**config.mk**
```make
export PLATFORM = sky130hd
export DESIGN_NAME = ex_iter_div
export DESIGN_NICKNAME = d
export VERILOG_FILES = /design/src/rtl/ex_iter_div.sv
export SDC_FILE = /design/constraint.sdc
export NUM_CORES = 1
export LEC_CHECK = 0
export ABC_CLOCK_PERIOD_IN_PS = 3700
export CAP_MARGIN = 10
export CORE_UTILIZATION = 55
export CTS_CLUSTER_SIZE = 30
export DETAILED_ROUTE_END_ITERATION = 10
export PLACE_DENSITY = 0.8
export SLEW_MARGIN = 10
export SYNTH_ARGS = -nofsm -noshare
export SYNTH_HDL_FRONTEND = slang
export SYNTH_SLANG_ARGS = --single-unit
```
**constraint.sdc**
```tcl
create_clock -name clk -period 3.7 [get_ports clk]
set_input_delay 0.555 -clock clk [delete_from_list [all_inputs] [get_ports clk]]
set_output_delay 0.555 -clock clk [all_outputs]
set_load 0.01 [all_outputs]
```
**src/rtl/ex_iter_div.sv**
```systemverilog
// Multi-cycle restoring radix-2 divider for the EX stage: signed/unsigned quotient and remainder.
// Optional EX_ITER_DIV_EARLY_OUT_EN finishes in one cycle when |dividend| < |divisor|.
module ex_iter_div #(
  parameter int unsigned WIDTH = 32
) (
  input  logic               clk,
  input  logic               rst,
  input  logic               start_i,
  input  logic               signed_i,
  input  logic [WIDTH-1:0]   dividend_i,
  input  logic [WIDTH-1:0]   divisor_i,
  input  logic               flush_i,
  input  logic               hold_i,
  output logic               busy_o,
  output logic               done_o,
  output logic [2*WIDTH-1:0] result_o,
  output logic               div_zero_o
);

  localparam int unsigned CntW = $clog2(WIDTH) + 1;
  localparam logic [WIDTH-1:0] One = {{(WIDTH-1){1'b0}}, 1'b1};

  typedef enum logic [1:0] {StIdle, StCalc, StFix, StDone} state_e;

  state_e            state_q;
  logic [CntW-1:0]   cnt_q;
  logic [WIDTH-1:0]  dvd_q;   // dividend magnitude, shifted out MSB first; becomes the quotient
  logic [WIDTH-1:0]  dvs_q;
  logic [WIDTH:0]    rem_q;
  logic              q_neg_q;
  logic              r_neg_q;

  logic [WIDTH-1:0]  dvd_mag;
  logic [WIDTH-1:0]  dvs_mag;
  logic [WIDTH:0]    shifted;
  logic [WIDTH:0]    diff;
  logic              ge;
  logic [WIDTH-1:0]  quo_fix;
  logic [WIDTH-1:0]  rem_fix;

  always_comb begin
    dvd_mag = (signed_i && dividend_i[WIDTH-1]) ? (~dividend_i + One) : dividend_i;
    dvs_mag = (signed_i && divisor_i[WIDTH-1]) ? (~divisor_i + One) : divisor_i;
    shifted = {rem_q[WIDTH-1:0], dvd_q[WIDTH-1]};
    ge      = shifted >= {1'b0, dvs_q};
    diff    = shifted - {1'b0, dvs_q};
    quo_fix = q_neg_q ? (~dvd_q + One) : dvd_q;
    rem_fix = r_neg_q ? (~rem_q[WIDTH-1:0] + One) : rem_q[WIDTH-1:0];
  end

  always_ff @(posedge clk) begin
    if (rst) begin
      state_q    <= StIdle;
      cnt_q      <= '0;
      dvd_q      <= '0;
      dvs_q      <= '0;
      rem_q      <= '0;
      q_neg_q    <= 1'b0;
      r_neg_q    <= 1'b0;
      busy_o     <= 1'b0;
      done_o     <= 1'b0;
      div_zero_o <= 1'b0;
      result_o   <= '0;
    end else if (flush_i) begin
      state_q    <= StIdle;
      busy_o     <= 1'b0;
      done_o     <= 1'b0;
      div_zero_o <= 1'b0;
    end else begin
      case (state_q)
        StIdle: begin
          if (start_i) begin
            dvd_q   <= dvd_mag;
            dvs_q   <= dvs_mag;
            rem_q   <= '0;
            cnt_q   <= CntW'(WIDTH);
            q_neg_q <= signed_i & (dividend_i[WIDTH-1] ^ divisor_i[WIDTH-1]);
            r_neg_q <= signed_i & dividend_i[WIDTH-1];
            if (divisor_i == '0) begin
              result_o   <= {dividend_i, {WIDTH{1'b1}}};
              div_zero_o <= 1'b1;
              done_o     <= 1'b1;
              state_q    <= StDone;
`ifdef EX_ITER_DIV_EARLY_OUT_EN
            end else if (dvd_mag < dvs_mag) begin
              result_o <= {dividend_i, {WIDTH{1'b0}}};
              done_o   <= 1'b1;
              state_q  <= StDone;
`endif
            end else begin
              busy_o  <= 1'b1;
              state_q <= StCalc;
            end
          end
        end
        StCalc: begin
          rem_q <= ge ? diff : shifted;
          dvd_q <= {dvd_q[WIDTH-2:0], ge};
          cnt_q <= cnt_q - CntW'(1);
          if (cnt_q == CntW'(1)) begin
            state_q <= StFix;
          end
        end
        StFix: begin
          result_o <= {rem_fix, quo_fix};
          busy_o   <= 1'b0;
          done_o   <= 1'b1;
          state_q  <= StDone;
        end
        StDone: begin
          if (!hold_i) begin
            done_o     <= 1'b0;
            div_zero_o <= 1'b0;
            state_q    <= StIdle;
          end
        end
        default: state_q <= StIdle;
      endcase
    end
  end

endmodule

```
==> results.yml <==
power:
  design_power_total_mw: 4.941
  power.static_leakage_nw: 4.964
  pwr-share-comb: 0.209
  switching_share: 0.3136
  power_density_mw_per_mm2: 369.1
  pwr-share-clk: 0.385
  p_switching_mw: 1.549
  seq_power_share: 0.406
  ir_drop_uv: 335.7
  intPower_mw: 3.391
critical_path:
  crit_start: "dvd_q[31]"
  critPathCapture: "rem_q[28]"
  end_kind: "flop"
  reg2reg_from: "dvd_q[31]"
  r2r_end: "rem_q[28]"
  cp.required_ps: 4010
  cp_max_fo: 3
  critPathKind: "flop to flop"
  r2r_slack_ps: 380
  cp-start-kind: "flop"
  cp.arrival_ps: 3630
  rr_worst_depth: 14
global_routing:
  first_global_vias: 10160
  grt_max_degree: 99
  groute.usage.overall: 0.3020
  antenna_found_initial: 0
  grt_pass1_wl_um: 49820
  overflow: 0
placed_design:
  port_buffers: 136
  gp_congestion: 0.9268
  dp_slack_ps: 24.00
  post-dp-hpwl_um: 22930
timing:
  rsz0062_at_grt: "false"
  hold_viol: 0
  setup_viol: 0
  fin_skew_ps: 14.73
  maxSlewViolCount: 0
  slew_headroom: 0.2701
  fin_crit_sh: 0.8978
  fin_ws_ps: 378.1
  worst_pin_slew_ps: 1093
  max_freq_mhz: 301.0
  fin_crit_ps: 3322
  tns_ps: 0
clock_tree:
  clockBufferDepth: 2
  post_cts_buffers: 0
  cts_resized: 0
  clkLatencyLatePin_ps: 440
  path_clk_slew_ps: 80
  htree_levels: 4
  ctsHoldBuffers: 0
  cts_buffers: 17
  cts_tree: "done"
  cts_sinks: 173
  root_buffer: "clkbuf_16"
synthesis:
  ys_ff_latch: 173
  async_flop_share: 0
  synth_edf_count: 0
  synth_warnings: 0
  yosysSeqAreaShare: 0.3091
  synthFlopType: "dfxtp_1"
  ys_types: 67
  synth.area.top_cells: "dfxtp_1 31%, xor2_1 6.9%, nand2_1 6.9%"
  synth_nets: 1602
  syn_avg_cell_area_um2: 7.525
  syn_area_mm2: 0.01120
  synthCells: 1489
  yosys.area.top_type: "dfxtp_1"
  synth.top_cell.area_share: 0.3091
die:
  initial_core_util: 0.5682
  io_pins: 137
  die_area_mm2: 0.02095
  row_count: 51
  core_mm2: 0.01972
  die_x_um: 144.7
  die_h_um: 144.7
route:
  wl_met3_um: 1628
  drtIter0Drc: 765
  drtPass1Iterations: 7
  postRouteAntennaNets: 0
  vias_per_cell: 5.880
  drc: 0
  wl_met2_um: 14970
  wl_per_cell_um: 16.69
  vias: 10880
  top_layer_used: "met4"
  met1_length_um: 12970
  totalWireLength_um: 30890
worst_hold_path:
  min_path_type: "flop to flop"
  hold_depth: 2
finish:
  nets: 1686
  nFillCells: 1645
  drive_gt1_frac: 0.05359
  diodes: 0
  area_delta_synth_final_pct: 19.46
run_status:
  status: "completed"
flow_run:
  maxCapViolCount: 0
-- synthesized netlist by cell type (14+ instances only) --
cell      number
nand3_1       16
nand2b_1      14
nand2_1      205
a211oi_1      42
inv_1         56
xnor2_1       61
o31ai_1       21
a21oi_1      141
a31oi_1       16
nor2_1       177
a311oi_1      36
a21o_1        21
ha_1          42
o211ai_1      26
clkbuf_1      73
dfxtp_1      173
o21ai_0       97
nor3_1        24
xor2_1        88
-- cell type report --
| class | count | area [µm²] | area share |
|---|---|---|---|
| clock buffers | 17 | 425.4 | 0.03178 |
| clock inverters | 15 | 205.2 | 0.01533 |
| inverters | 56 | 210.2 | 0.01570 |
| multi-input cells | 1164 | 7178 | 0.5363 |
| flip-flops and latches | 173 | 3463 | 0.2587 |
| well taps | 265 | 331.6 | 0.02477 |
| repair buffers | 161 | 1572 | 0.1174 |
-- power groups by stage --
stage          sequential [mW]  combinational, mW  clock (mW)
6_report                  2.01               1.03        1.90
5_1_grt                   2.02               1.14        2.01
3_5_place_dp              2.05               1.02           0
4_1_cts                   2.00               1.02        1.92
2_1_floorplan             2.03              0.710           0
3_3_place_gp              2.04               1.00           0
-- stage by stage --
step	utilization	hold slack (ps)	std cells	area, µm²
2_1_floorplan	-	431.9	1489	11200
3_3_place_gp	0.6469	440.8	1819	12750
3_5_place_dp	0.6469	445.8	1819	12750
4_1_cts	0.6789	453.2	1851	13390
5_1_grt	0.6789	483.7	1851	13390
6_report	0.6789	453.8	1851	13390
-- critical path: stages (launching register included) --
cell and delay (ps):
dfxtp_1 350, inv_1 100, ha_1 160, inv_1 50, fa_1 400, a21o_1 190
a221oi_1 260, buf_4 170, o221ai_1 160, a21o_1 270, a21o_1 210, a221oi_1 410
o21ai_0 200, xnor2_1 150, o21ai_0 80
-- cell usage in the layout, fill, tap and decap left out, types with 14 or more instances in the layout --
| master | Yosys | layout |
|---|---|---|
| nand2_1 | 205 | 205 |
| nor2_1 | 177 | 175 |
| dfxtp_1 | 173 | 173 |
| a21oi_1 | 141 | 140 |
| clkdlybuf4s50_1 | 0 | 135 |
| o21ai_0 | 97 | 97 |
| xor2_1 | 88 | 88 |
| xnor2_1 | 61 | 61 |
| inv_1 | 56 | 56 |
| a211oi_1 | 42 | 42 |
| ha_1 | 42 | 40 |
| a311oi_1 | 36 | 36 |
| o211ai_1 | 26 | 26 |
| nor3_1 | 24 | 24 |
| buf_4 | 3 | 24 |
| a21o_1 | 21 | 21 |
| o31ai_1 | 21 | 21 |
| clkbuf_16 | 0 | 17 |
| nand3_1 | 16 | 16 |
| a31oi_1 | 16 | 16 |
| nand2b_1 | 14 | 14 |
-- worst min path at each step --
stage            startpoint            to  slack (ps)
2_1_floorplan     dvs_q[22]     dvs_q[22]         430
3_3_place_gp      dvs_q[31]     dvs_q[31]         440
3_5_place_dp      dvs_q[22]     dvs_q[22]         450
4_1_cts           dvs_q[22]     dvs_q[22]         450
5_1_grt        result_o[36]  result_o[36]         480
6_report          dvs_q[31]     dvs_q[31]         450
-- layer usage --
layer	vias up	track usage
met5	-	0
met4	0	0.1579
met3	75	0.05429
met2	332	0.5258
met1	5028	0.3531
li1	5448	-
-- flip-flops by register name (all words and copies together), names as in the netlist --
name and count:
busy_o 1, cnt_q 6, div_zero_o 1, done_o 1, dvd_q 32, dvs_q 32
q_neg_q 1, r_neg_q 1, rem_q 32, result_o 64, state_q 2
-- cells by family (layout without fill, tap and decap cells) --
kind of cell | count (synthesis) | count (layout) | synth area share
simple gates | 506 | 506 | 0.1992
compound gates | 457 | 457 | 0.2640
flops | 173 | 173 | 0.3091
buf+inv | 152 | 249 | 0.05449
xor+xnor | 149 | 149 | 0.1165
fa+ha+maj | 43 | 43 | 0.04869
mux | 9 | 9 | 0.008041
No activity file was read; power rests on OpenSTA's default activity.
